File: src/rtl/display_scan_ctrl.sv
// display_scan_ctrl: scan-side controller for the Bingo board display.
// It decodes h_cnt/v_cnt into board coordinates and drives the sprite ROM address.
// It emits per-pixel cell attributes that line up with the ROM read data.
// Board state is shadowed only at the frame boundary, under a req/ack handshake.
// Optional feature: define DISPLAY_LINE_EN to shadow the line input and drive cell_line.
module display_scan_ctrl #(
  parameter int unsigned ROM_LAT = 1
) (
  input  logic         clk,
  input  logic         rst,
  input  logic [9:0]   h_cnt,
  input  logic [9:0]   v_cnt,
  input  logic         valid,
  input  logic [124:0] map,
  input  logic [24:0]  circle,
  input  logic [11:0]  line,
  input  logic         upd_req,
  output logic         upd_ack,
  output logic         frame_tick,
  output logic [11:0]  pix_addr,
  output logic         in_window,
  output logic         out_valid,
  output logic [4:0]   cell_num,
  output logic         cell_circle,
  output logic         cell_line
);

  typedef enum logic [1:0] {StIdle, StPending, StDone} state_e;

  logic       win0, boundary, capture;
  logic [9:0] dx_full, dy_full;
  logic [8:0] dx, dy;
  state_e     state_q, state_d;

  logic [124:0] snap_map_q;
  logic [24:0]  snap_circle_q;

  logic [11:0] addr_q;
  logic [2:0]  bx_q, by_q;
  logic        win_q, valid_q;

  logic [4:0] cell_k;
  logic [6:0] cell_base;
  logic [5:0] px, py;
  logic [4:0] num_d;
  logic       circle_d, line_d;

  // Attribute bundle {in_window, out_valid, cell_num, cell_circle, cell_line}
  logic [8:0] attr_d;
  logic [8:0] attr_pipe [ROM_LAT];

  logic unused_bits;

  // Window decode; coordinates collapse to 0 outside the board
  always_comb begin
    win0     = (h_cnt >= 10'd160) && (h_cnt < 10'd480) &&
               (v_cnt >= 10'd80) && (v_cnt < 10'd400);
    dx_full  = h_cnt - 10'd160;
    dy_full  = v_cnt - 10'd80;
    dx       = win0 ? dx_full[8:0] : 9'd0;
    dy       = win0 ? dy_full[8:0] : 9'd0;
    boundary = (h_cnt == 10'd0) && (v_cnt == 10'd480);
  end

  // Snapshot handshake: capture only on a boundary, at most once per request
  always_comb begin
    state_d = state_q;
    capture = 1'b0;
    case (state_q)
      StIdle: begin
        if (upd_req) begin
          if (boundary) begin
            capture = 1'b1;
            state_d = StDone;
          end else begin
            state_d = StPending;
          end
        end
      end
      StPending: begin
        if (boundary) begin
          capture = 1'b1;
          state_d = StDone;
        end
      end
      StDone: begin
        if (!upd_req) state_d = StIdle;
      end
      default: state_d = StIdle;
    endcase
  end

  // FSM state, handshake/frame pulses and shadow copy of the board
  always_ff @(posedge clk or posedge rst) begin
    if (rst) begin
      state_q       <= StIdle;
      upd_ack       <= 1'b0;
      frame_tick    <= 1'b0;
      snap_map_q    <= '0;
      snap_circle_q <= '0;
    end else begin
      state_q    <= state_d;
      upd_ack    <= capture;
      frame_tick <= boundary;
      if (capture) begin
        snap_map_q    <= map;
        snap_circle_q <= circle;
      end
    end
  end

`ifdef DISPLAY_LINE_EN
  logic [11:0] snap_line_q;

  // Line shadow, captured together with the rest of the board
  always_ff @(posedge clk or posedge rst) begin
    if (rst) begin
      snap_line_q <= '0;
    end else if (capture) begin
      snap_line_q <= line;
    end
  end

  // Line hit test on the stage-1 coordinates; 7-bit sums avoid 6-bit wrap
  always_comb begin
    line_d = 1'b0;
    if (snap_line_q[{1'b0, by_q}] && (py == 6'd31 || py == 6'd32)) line_d = 1'b1;
    if (snap_line_q[{1'b0, bx_q} + 4'd5] && (px == 6'd31 || px == 6'd32)) line_d = 1'b1;
    if (snap_line_q[10] && (bx_q == by_q) &&
        (({1'b0, px} == {1'b0, py}) || ({1'b0, px} == {1'b0, py} + 7'd1) ||
         ({1'b0, py} == {1'b0, px} + 7'd1))) line_d = 1'b1;
    if (snap_line_q[11] && ({1'b0, bx_q} + {1'b0, by_q} == 4'd4) &&
        ({1'b0, px} + {1'b0, py} >= 7'd62) && ({1'b0, px} + {1'b0, py} <= 7'd64))
      line_d = 1'b1;
    line_d = line_d & win_q;
  end

  assign unused_bits = dx_full[9] ^ dy_full[9];
`else
  assign line_d      = 1'b0;
  assign unused_bits = dx_full[9] ^ dy_full[9] ^ (^line);
`endif

  // Stage 1: ROM address and the coordinates needed for attribute lookup
  always_ff @(posedge clk or posedge rst) begin
    if (rst) begin
      addr_q  <= '0;
      bx_q    <= '0;
      by_q    <= '0;
      win_q   <= 1'b0;
      valid_q <= 1'b0;
    end else begin
      addr_q  <= {dy[5:0], dx[5:0]};
      bx_q    <= dx[8:6];
      by_q    <= dy[8:6];
      win_q   <= win0;
      valid_q <= valid;
    end
  end

  assign pix_addr = addr_q;

  // Cell lookup from the shadow copy; attributes forced to 0 off-board
  always_comb begin
    px        = addr_q[5:0];
    py        = addr_q[11:6];
    cell_k    = {2'b0, by_q} * 5'd5 + {2'b0, bx_q};
    cell_base = {2'b0, cell_k} * 7'd5;
    num_d     = win_q ? snap_map_q[cell_base +: 5] : 5'd0;
    circle_d  = win_q & snap_circle_q[cell_k];
    attr_d    = {win_q, valid_q, num_d, circle_d, line_d};
  end

  // ROM_LAT-deep delay so attributes coincide with ROM read data
  always_ff @(posedge clk or posedge rst) begin
    if (rst) begin
      for (int unsigned i = 0; i < ROM_LAT; i++) attr_pipe[i] <= '0;
    end else begin
      attr_pipe[0] <= attr_d;
      for (int unsigned i = 1; i < ROM_LAT; i++) attr_pipe[i] <= attr_pipe[i-1];
    end
  end

  assign {in_window, out_valid, cell_num, cell_circle, cell_line} = attr_pipe[ROM_LAT-1];

endmodule

File: config.mk
export PLATFORM = sky130hd
export DESIGN_NAME = display_scan_ctrl
export DESIGN_NICKNAME = d
export VERILOG_FILES = /design/src/rtl/display_scan_ctrl.sv
export SDC_FILE = /design/constraint.sdc
export NUM_CORES = 1
export LEC_CHECK = 0
export CORE_ASPECT_RATIO = 0.75
export CORE_UTILIZATION = 40
export DETAILED_ROUTE_END_ITERATION = 10
export PLACE_DENSITY = 0.68
export SYNTH_ARGS = -nofsm -noshare
export SYNTH_HDL_FRONTEND = slang
export SYNTH_SLANG_ARGS = --single-unit
export TNS_END_PERCENT = 5
File: constraint.sdc
create_clock -name clk -period 8.8 [get_ports clk]
set_input_delay 2.64 -clock clk [delete_from_list [all_inputs] [get_ports clk]]
set_output_delay 2.64 -clock clk [all_outputs]
set_load 0.01 [all_outputs]
==> Flow_metrics.wiki, run 1 <==
{| class="wikitable"
! Metric !! Value
|-
| Placer's final routability congestion estimate || 0.894
|-
| Total power divided by cell area || 135 nW/µm²
|-
| Worst Path Required || 9.13 ns
|-
| Vias post-DR || 8094
|-
| Total of fill cells in the finished design || 2503
|-
| Number of antenna violations at the first check in global routing || 1
|-
| Largest delay contributor family on the critical path || simple AND/OR/NAND/NOR gates
|-
| Period utilisation layout || 60.7%
|-
| Worst setup EP type || register
|-
| Number of buffers added to fix hold violations after cts || 0
|-
| Static leakage power || 0.00601 µW
|-
| Total negative slack || 0 ns
|-
| Hpwl dp || 21700 µm
|-
| Total routing resource utilization after global routing || 20.8%
|-
| Num CTS Buffers || 17
|-
| X dimension of the die || 200 µm
|-
| Net count reported at finish || 1196
|-
| CP Data Arrival Time || 5.67 ns
|-
| Cell accounting for the most synthesized area || dfrtp_1
|-
| Total buffers and inverters traversed by the critical path || 2
|-
| Final setup slack of the worst path || 3.46 ns
|-
| Worst-Margin Slew || 0.939 ns
|-
| Number of failing setup endpoints in the final timing report || 0
|-
| Count of endpoints failing hold in the final timing report || 0
|-
| Clock tree from TritonCTS || done
|-
| Sequential-to-total area share from yosys stat || 38.9%
|-
| DRT iter0 DRCs || 696
|-
| Compound-cell area share of the yosys netlist || 4.64%
|-
| CTS Root Cell || clkbuf_16
|-
| First-pass GRT wire length || 46900 µm
|-
| Post-CTS setup-driven buffer insertion count || 0
|-
| Main combinational cell family by area after synthesis || multiplexers
|-
| Pre-CTS worst setup slack || 2.98 ns
|-
| Area growth, synth to finish || 23.3%
|-
| Overall overflow remaining after global route || 0
|-
| Mean instance size in the synthesized netlist || 14.1 µm²
|-
| Xor/xnor share of the synthesized area || 0.865%
|-
| Overall routed net length || 29600 µm
|-
| Count of input and output buffers || 195
|-
| Clock latency at the later pin of the worst-skew pair || 0.45 ns
|-
| Commonest register cell after synthesis || dfrtp_1
|-
| Count of instances resized after the clock tree is built || 0
|-
| Cell Area, Synth || 11700 µm²
|-
| Synthesized flop and latch total || 182
|-
| Detail-routed via count per cell || 5.83
|-
| IR drop worst, VDD || 0.120 mV
|-
| Simple-gate share of the synthesized area || 5.06%
|-
| Largest net degree at the start of global routing || 124
|-
| Category of the critical setup timing path || input pin to register
|-
| Critical-path maximum fanout || 123
|-
| Bufs on Longest Clock Path || 2
|-
| Element type at the critical path start || input pin
|-
| Cell with the largest stage delay on the worst path || nor2_4
|-
| Setup repair after global routing missed its margin || no
|-
| Post-Synthesis Net Count || 1036
|-
| Multiplexer share of the synthesized area || 44.1%
|-
| Library cell with the highest instance count after synthesis || dfrtp_1
|-
| Remaining DRCs || 0
|-
| Series of cell instances along the critical path || clkdlybuf4s50_1, nand2_1, nor4_1, nand4_1, nor2_4, buf_12, mux2_2
|-
| Clk sinks || 182
|-
| Area of all sequential standard cells || 4550 µm²
|-
| Delay of the slowest cell on the worst path || 0.72 ns
|-
| Synthesized netlist cell count || 830
|-
| Fraction of layout instances using a drive strength above 1 || 33.8%
|-
| Total area of multi-input combinational cells || 6720 µm²
|-
| Hold slack final || 0.353 ns
|-
| Minimum clock period || 5.34 ns
|-
| Synth top cells by count || dfrtp_1, mux2_2, mux4_2
|-
| Async set-reset flop share out of synthesis || 100%
|-
| Total count of max-transition violations in the final report || 0
|-
| Adder-cell share of the synthesized area || 2.26%
|-
| Site row count || 53
|-
| Outcome || completed
|-
| Setup Skew || 0.0140 ns
|-
| Height of the die || 150 µm
|-
| Final routed wire length divided by cell count || 21.3 µm
|-
| Count of nets left with antenna violations after detail routing || 0
|-
| Maximum level of the CTS H-tree || 4
|-
| Num ports || 209
|-
| Class of the tightest hold or removal check || register to register
|-
| Share of Yosys cell area claimed by the top area cell type || 38.9%
|-
| Post-synth EDFFs || 0
|-
| Slew HR || 37.2%
|-
| Number of global-route vias before repair || 8090
|-
| Synth Warn # || 0
|-
| Effective utilization at floorplan || 41.3%
|-
| Maximum clock frequency || 187 MHz
|-
| TritonRoute pass-1 iters || 5
|-
| Clock transition at the registers of the reported paths || 0.07 ns
|-
| Max-cap check violation count || 0
|-
| Distinct cell type count after synthesis || 53
|-
| CORE AREA || 28400 µm²
|-
| Ranking of synthesized cells by area || dfrtp_1, mux4_2, mux2_2
|-
| Die area || 30000 µm²
|}
placed cells by master, fill, tap and decap left out, drive strengths merged, types with 4 or more instances in the layout:
cell type / count
a211oi: 7
a21oi: 8
a22oi: 6
a311oi: 4
a31oi: 7
and2: 10
buf: 12
clkbuf: 21
clkdlybuf4s50: 195
clkinv: 7
dfrtp: 182
ha: 18
inv: 14
mux2: 160
mux2i: 62
mux4: 122
nand2: 26
nand2b: 7
nand3: 9
nand4: 4
nor2: 26
nor2b: 8
nor3: 10
nor4: 5
o21ai: 11
o221ai: 5
o22ai: 14
or2: 6
xnor2: 6
kinds of logic after synthesis:
| family | Yosys count |
|---|---|
| adders and majority gates | 20 |
| buffers and inverters | 77 |
| DFF | 182 |
| AOI/OAI and AO/OA | 78 |
| xor gates and xnor gates | 10 |
| muxes | 344 |
| other | 1 |
| and+or+nand+nor | 118 |
flip-flops by register name, indices dropped and copies added, names as in the netlist:
register,cells
pix_addr,12
valid_q,1
win_q,1
by_q,3
attr_pipe,8
snap_circle_q,25
frame_tick,1
upd_ack,1
snap_map_q,125
bx_q,3
state_q,2
area by class of cell:
cell class                      instances  share of cell area (%)
Clock inverter                         11                   0.797
Multi-Input combinational cell        571                    46.5
Antenna cell                            1                  0.0173
Timing Repair Buffer                  207                    14.2
Sequential cell                       182                    31.5
Inverter                               11                   0.320
Tap cell                              385                    3.33
Clock buffer                           21                    3.26
per-stage QoR:
stage	instances	utilization, %	total power (µW)	instance area, µm²
floorplan	830	-	1080	11700
global placement	1356	48.8	1200	13900
detailed placement	1356	48.8	1210	13900
CTS	1388	50.9	1980	14400
global route	1388	50.9	2040	14400
finish	1389	50.9	1950	14400
report_power, final:
part	internal [µW]	switching, µW	total [µW]
clock network	419	346	765
registers	840	2.20	843
logic	168	178	346
final timing paths:
path,startpoint,to,slack (ns),cells after the start
max in group asynchronous,rst,snap_map_q[66],4.95,3
min,valid_q,attr_pipe[7],0.35,0
max,v_cnt[7],snap_map_q[21],3.46,7
max reg2reg,by_q[0],attr_pipe[4],3.97,14
min reg2reg,valid_q,attr_pipe[7],0.35,0
min in group asynchronous,rst,snap_circle_q[6],2.56,2
routing by layer:
metal | global-route usage [%] | routed length, µm
met5 | 0 | 13
met1 | 30.4 | 13400
met3 | 6.38 | 2630
met4 | 5.19 | 369
met2 | 30.0 | 13200
Power figures use the tool's default switching activity.
==> run 2: changes to the inputs <==
- clock period: 8.8 -> 5.3 ns (I/O delays scaled with it)
==> Flow_metrics.wiki, run 2 (synthesized netlist as in run 1, its figures left out) <==
{| class="wikitable"
! Metric !! Value
|-
| Total negative slack || 0 ns (unchanged)
|-
| Category of the critical setup timing path || register to register (was input pin to register)
|-
| Worst-Margin Slew || 1.07 ns (was 0.939 ns)
|-
| Number of antenna violations at the first check in global routing || 1 (unchanged)
|-
| Net count reported at finish || 1200 (was 1196)
|-
| CP Data Arrival Time || 4.82 ns (was 5.67 ns)
|-
| Total routing resource utilization after global routing || 20.4% (was 20.8%)
|-
| Cell with the largest stage delay on the worst path || fa_1 (was nor2_4)
|-
| Count of endpoints failing hold in the final timing report || 0 (unchanged)
|-
| Setup Skew || 0.0163 ns (was 0.0140 ns)
|-
| Hpwl dp || 21400 µm (was 21700 µm)
|-
| Detail-routed via count per cell || 5.79 (was 5.83)
|-
| Number of buffers added to fix hold violations after cts || 0 (unchanged)
|-
| Overall overflow remaining after global route || 0 (unchanged)
|-
| IR drop worst, VDD || 0.208 mV (was 0.120 mV)
|-
| Overall routed net length || 29200 µm (was 29600 µm)
|-
| Element type at the critical path start || register (was input pin)
|-
| Count of nets left with antenna violations after detail routing || 0 (unchanged)
|-
| Area of all sequential standard cells || 4550 µm² (unchanged)
|-
| Hold slack final || 0.358 ns (was 0.353 ns)
|-
| Outcome || completed (unchanged)
|-
| Commonest non-fill, non-tap cell in the layout || clkdlybuf4s50_1 (unchanged)
|-
| Max-cap check violation count || 0 (unchanged)
|-
| Site row count || 53 (unchanged)
|-
| Static leakage power || 0.00604 µW (was 0.00601 µW)
|-
| Total count of max-transition violations in the final report || 0 (unchanged)
|-
| Clock transition at the registers of the reported paths || 0.08 ns (was 0.07 ns)
|-
| Area growth, synth to finish || 24.1% (was 23.3%)
|-
| Setup repair after global routing missed its margin || no (unchanged)
|-
| Flip-flop count of the largest register, all copies and words added || 125 (unchanged)
|-
| Largest delay contributor family on the critical path || adder cells (was simple AND/OR/NAND/NOR gates)
|-
| Worst Path Required || 5.62 ns (was 9.13 ns)
|-
| Num CTS Buffers || 17 (unchanged)
|-
| Total area of multi-input combinational cells || 6720 µm² (unchanged)
|-
| Total buffers and inverters traversed by the critical path || 1 (was 2)
|-
| CORE AREA || 28400 µm² (unchanged)
|-
| Top cell by count, worst path || ha_1
|-
| Placer's final routability congestion estimate || 0.907 (was 0.894)
|-
| Critical-path maximum fanout || 28 (was 123)
|-
| Clock tree from TritonCTS || done (unchanged)
|-
| CTS Root Cell || clkbuf_16 (unchanged)
|-
| Slew HR || 28.6% (was 37.2%)
|-
| Series of cell instances along the critical path || ha_1, ha_1, ha_1, a21o_1, a21oi_1, xor2_1, ha_1, fa_1, buf_4, nand2_1, nor3_1, nor4_1, a211oi_1, o22ai_1 (was clkdlybuf4s50_1, nand2_1, nor4_1, nand4_1, nor2_4, buf_12, mux2_2)
|-
| Bufs on Longest Clock Path || 2 (unchanged)
|-
| Number of global-route vias before repair || 8015 (was 8090)
|-
| Effective utilization at floorplan || 41.3% (unchanged)
|-
| Clk sinks || 182 (unchanged)
|-
| Most frequent cells in the layout || clkdlybuf4s50_1, dfrtp_1, mux2_2 (unchanged)
|-
| Total of fill cells in the finished design || 2503 (unchanged)
|-
| Number of failing setup endpoints in the final timing report || 0 (unchanged)
|-
| Fraction of layout instances using a drive strength above 1 || 34.2% (was 33.8%)
|-
| Ant. Diodes || 0 (was 1)
|-
| Minimum clock period || 4.51 ns
|-
| Period utilisation layout || 85.1%
|-
| Delay of the slowest cell on the worst path || 0.61 ns (was 0.72 ns)
|-
| Total power of the final layout || 3290 µW (was 1950 µW)
|-
| Vias post-DR || 8065 (was 8094)
|-
| X dimension of the die || 200 µm (unchanged)
|-
| First-pass GRT wire length || 46200 µm (was 46900 µm)
|-
| Worst setup EP type || register (unchanged)
|-
| Num ports || 209 (unchanged)
|-
| Maximum clock frequency || 222 MHz
|-
| Maximum level of the CTS H-tree || 4 (unchanged)
|-
| Final routed wire length divided by cell count || 21.0 µm (was 21.3 µm)
|-
| Largest register by flop count || snap_map_q (unchanged)
|-
| Clock latency at the later pin of the worst-skew pair || 0.45 ns (about the same)
|-
| Height of the die || 150 µm (unchanged)
|-
| Class of the tightest hold or removal check || register to register (unchanged)
|-
| TritonRoute pass-1 iters || 5 (unchanged)
|-
| Count of instances resized after the clock tree is built || 0 (unchanged)
|-
| DRT iter0 DRCs || 569 (was 696)
|-
| Remaining DRCs || 0 (unchanged)
|-
| Die area || 30000 µm² (unchanged)
|-
| Total power divided by cell area || 226 nW/µm² (was 135 nW/µm²)
|-
| Count of input and output buffers || 195 (unchanged)
|-
| Largest net degree at the start of global routing || 183 (was 124)
|-
| Post-CTS setup-driven buffer insertion count || 0 (unchanged)
|}
## run 2: layout make-up
type,count,share of cell area (%)
multi-input cells,571,46.2
flip-flops and latches,182,31.3
repair buffers,211,14.7
well taps,385,3.31
clock buffers,18,3.02
clock inverters,14,1.12
inverters,11,0.310
## run 2: worst paths after layout
check                              from                to  slack, ns  cells past startpoint
worst max-delay path            by_q[0]      attr_pipe[2]       0.79                     14
worst min register to register  valid_q      attr_pipe[7]       0.36                      0
worst max register to register  by_q[0]      attr_pipe[2]       0.79                     14
max in group asynchronous           rst    snap_map_q[52]       2.76                      3
worst min-delay path            valid_q      attr_pipe[7]       0.36                      0
min in group asynchronous           rst  snap_circle_q[9]       1.67                      3
## run 2: layer usage
layer,GRT usage [%],wire length (µm)
met5,0,13
met1,30.0,13300
met3,5.91,2530
met4,4.73,333
met2,29.4,13000
## run 2: per-stage QoR
step	setup WS, ns	area (µm²)	std cells	util (%)
after detailed placement	0.839	13900	1360	49.1
after global routing	0.533	14500	1392	51.2
after global placement	0.901	13900	1360	49.1
after floorplan	1.22	11700	830	-
final	0.792	14500	1392	51.2
after CTS	0.813	14500	1392	51.2
## run 2: where the power goes
group          switching (µW)  leakage [µW]  internal (µW)
Sequential               4.01       0.00253           1390
Combinational             296       0.00322            291
Clock                     618      0.000290            684
==> run 3: changes to the inputs <==
- CTS_CLUSTER_SIZE: unset -> 28
- PLACE_DENSITY: 0.68 -> 0.72
- TNS_END_PERCENT: 5 -> 50
==> Flow_metrics.wiki, run 3 (synthesized netlist as in run 1, its figures left out) <==
{| class="wikitable"
! Metric !! Value
|-
| Outcome || completed (unchanged)
|-
| Static leakage power || 0.00600 µW (was 0.00604 µW)
|-
| Number of stages on the worst hold path || 0 (unchanged)
|-
| Reg-to-reg slack, setup || 0.63 ns (was 0.79 ns)
|-
| Proportion of power drawn by the clock network || 38.3% (was 39.6%)
|-
| DRT iter0 DRCs || 785 (was 569)
|-
| Vias post-DR || 8204 (was 8065)
|-
| Overall overflow remaining after global route || 0 (unchanged)
|-
| Sequential share of power || 43.5% (was 42.5%)
|-
| Total routing resource utilization after global routing || 21.0% (was 20.4%)
|-
| Area growth, synth to finish || 23.4% (was 24.1%)
|-
| Total net switching power || 880 µW (was 917 µW)
|-
| Count of instances resized after the clock tree is built || 0 (unchanged)
|-
| Placer's final routability congestion estimate || 0.922 (was 0.907)
|-
| Clock transition at the registers of the reported paths || 0.07 ns (was 0.08 ns)
|-
| Count of endpoints failing hold in the final timing report || 0 (unchanged)
|-
| Instance count on the critical path || 14 (unchanged)
|-
| Internal power || 2340 µW (was 2370 µW)
|-
| End point of the worst hold path || attr_pipe[7] (unchanged)
|-
| Total power divided by cell area || 223 nW/µm² (was 226 nW/µm²)
|-
| Hpwl dp || 21800 µm (was 21400 µm)
|-
| Total of fill cells in the finished design || 2500 (was 2503)
|-
| Worst-Margin Slew || 1.02 ns (was 1.07 ns)
|-
| Ant. Diodes || 0 (unchanged)
|-
| Reg2reg start || by_q[0] (unchanged)
|-
| Area of all sequential standard cells || 4550 µm² (unchanged)
|-
| Total negative slack || 0 ns (unchanged)
|-
| Detail-routed via count per cell || 5.90 (was 5.79)
|-
| Max-cap check violation count || 0 (unchanged)
|-
| Largest net degree at the start of global routing || 124 (was 183)
|-
| Class of the tightest hold or removal check || register to register (unchanged)
|-
| Num CTS Buffers || 17 (unchanged)
|-
| CP Data Arrival Time || 5.01 ns (was 4.82 ns)
|-
| Net count reported at finish || 1200 (unchanged)
|-
| TritonRoute pass-1 iters || 6 (was 5)
|-
| Clock latency at the later pin of the worst-skew pair || 0.44 ns (was 0.45 ns)
|-
| IR drop worst, VDD || 0.198 mV (was 0.208 mV)
|-
| Number of buffers added to fix hold violations after cts || 0 (unchanged)
|-
| Remaining DRCs || 0 (unchanged)
|-
| Finished Layout Cells || 1391 (was 1392)
|-
| Worst setup EP type || register (unchanged)
|-
| Placed Cells || 1360 (unchanged)
|-
| Total area of multi-input combinational cells || 6720 µm² (unchanged)
|-
| Num ports || 209 (unchanged)
|-
| CTS Root Cell || clkbuf_16 (unchanged)
|-
| Overall routed net length || 29900 µm (was 29200 µm)
|-
| Element type at the critical path start || register (unchanged)
|-
| Series of cell instances along the critical path || ha_1, ha_1, fa_1, xnor2_1, inv_1, ha_1, ha_1, buf_4, nor2b_1, nand3_1, o221ai_1, nor3_1, or2_2, o32ai_1 (was ha_1, ha_1, ha_1, a21o_1, a21oi_1, xor2_1, ha_1, fa_1, buf_4, nand2_1, nor3_1, nor4_1, a211oi_1, o22ai_1)
|-
| Commonest non-fill, non-tap cell in the layout || clkdlybuf4s50_1 (unchanged)
|-
| Fraction of layout instances using a drive strength above 1 || 33.8% (was 34.2%)
|-
| Min-Delay Startpoint || valid_q (unchanged)
|-
| Worst R2R End || attr_pipe[6] (was attr_pipe[2])
|-
| Flip-flop count of the largest register, all copies and words added || 125 (unchanged)
|-
| Worst Path Required || 5.64 ns (was 5.62 ns)
|-
| Maximum level of the CTS H-tree || 4 (unchanged)
|-
| Setup Skew || 0.0102 ns (was 0.0163 ns)
|-
| Top cell by count, worst path || ha_1 (unchanged)
|-
| First-pass GRT wire length || 47600 µm (was 46200 µm)
|-
| Path depth of the worst reg2reg path || 14 (unchanged)
|-
| Post-CTS setup-driven buffer insertion count || 0 (unchanged)
|-
| Most frequent cells in the layout || clkdlybuf4s50_1, dfrtp_1, mux2_2 (unchanged)
|-
| Largest delay contributor family on the critical path || adder cells (unchanged)
|-
| Effective utilization at floorplan || 41.3% (unchanged)
|-
| Setup repair after global routing missed its margin || no (unchanged)
|-
| Pre-CTS worst setup slack || 0.700 ns (was 0.839 ns)
|-
| Number of global-route vias before repair || 8331 (was 8015)
|-
| Site row count || 53 (unchanged)
|-
| Count of nets left with antenna violations after detail routing || 0 (unchanged)
|-
| Total buffers and inverters traversed by the critical path || 2 (was 1)
|-
| CORE AREA || 28400 µm² (unchanged)
|-
| Final routed wire length divided by cell count || 21.5 µm (was 21.0 µm)
|-
| Clock tree from TritonCTS || done (unchanged)
|-
| Slew HR || 32.1% (was 28.6%)
|-
| X dimension of the die || 200 µm (unchanged)
|-
| Clk sinks || 182 (unchanged)
|-
| Maximum clock frequency || 214 MHz (was 222 MHz)
|-
| Switching Fraction || 27.3% (was 27.9%)
|-
| Bufs on Longest Clock Path || 2 (unchanged)
|-
| Number of antenna violations at the first check in global routing || 1 (unchanged)
|-
| Minimum clock period || 4.67 ns (was 4.51 ns)
|-
| Post-layout instance area || 14500 µm² (about the same)
|-
| Category of the critical setup timing path || register to register (unchanged)
|-
| Cell with the largest stage delay on the worst path || ha_1 (was fa_1)
|-
| Final setup slack of the worst path || 0.629 ns (was 0.792 ns)
|-
| Cell Area, Placed || 13900 µm² (about the same)
|-
| Logic pwr share || 18.2% (was 17.9%)
|-
| Critical-path maximum fanout || 17 (was 28)
|-
| Number of failing setup endpoints in the final timing report || 0 (unchanged)
|-
| Die area || 30000 µm² (unchanged)
|-
| Total count of max-transition violations in the final report || 0 (unchanged)
|-
| Hold slack final || 0.351 ns (was 0.358 ns)
|-
| Largest register by flop count || snap_map_q (unchanged)
|-
| Count of input and output buffers || 195 (unchanged)
|-
| Delay of the slowest cell on the worst path || 0.79 ns (was 0.61 ns)
|-
| Period utilisation layout || 88.1% (was 85.1%)
|-
| Height of the die || 150 µm (unchanged)
|}
run 3: layout make-up:
class                           instances  area share, %
Tap cell                              385           3.33
Multi-Input combinational cell        571           46.5
Clock buffer                           20           3.02
Inverter                               11          0.312
Clock inverter                         11          0.822
Timing Repair Buffer                  211           14.5
Sequential cell                       182           31.5
run 3: how the worst max path moves through the flow:
stage,startpoint,endpoint
finish,by_q[0],attr_pipe[6]
global route,by_q[0],attr_pipe[6]
CTS,by_q[0],attr_pipe[6]
detailed placement,by_q[0],attr_pipe[6]
global placement,by_q[0],attr_pipe[6]
floorplan,by_q[0],attr_pipe[2]
run 3: power groups by stage:
stage / registers, µW / clock network [µW] / logic [µW]
2_1_floorplan: 1430 / 0 / 363
3_3_place_gp: 1430 / 0 / 578
3_5_place_dp: 1430 / 0 / 585
4_1_cts: 1400 / 1270 / 587
5_1_grt: 1400 / 1330 / 630
6_report: 1400 / 1230 / 586
run 3: per-layer routing:
layer,global-route usage [%],vias up,share of wire (%)
li1,-,3598,-
met3,5.38,26,8.4
met2,31.1,353,45
met5,0,-,0.043
met1,30.9,4225,45
met4,4.66,2,1.1
run 3: through the flow:
| stage | power (µW) | util (%) |
|---|---|---|
| finish | 3220 | 50.9 |
| detailed placement | 2010 | 49.0 |
| floorplan | 1790 | - |
| global route | 3360 | 50.9 |
| CTS | 3260 | 50.9 |
| global placement | 2000 | 49.0 |
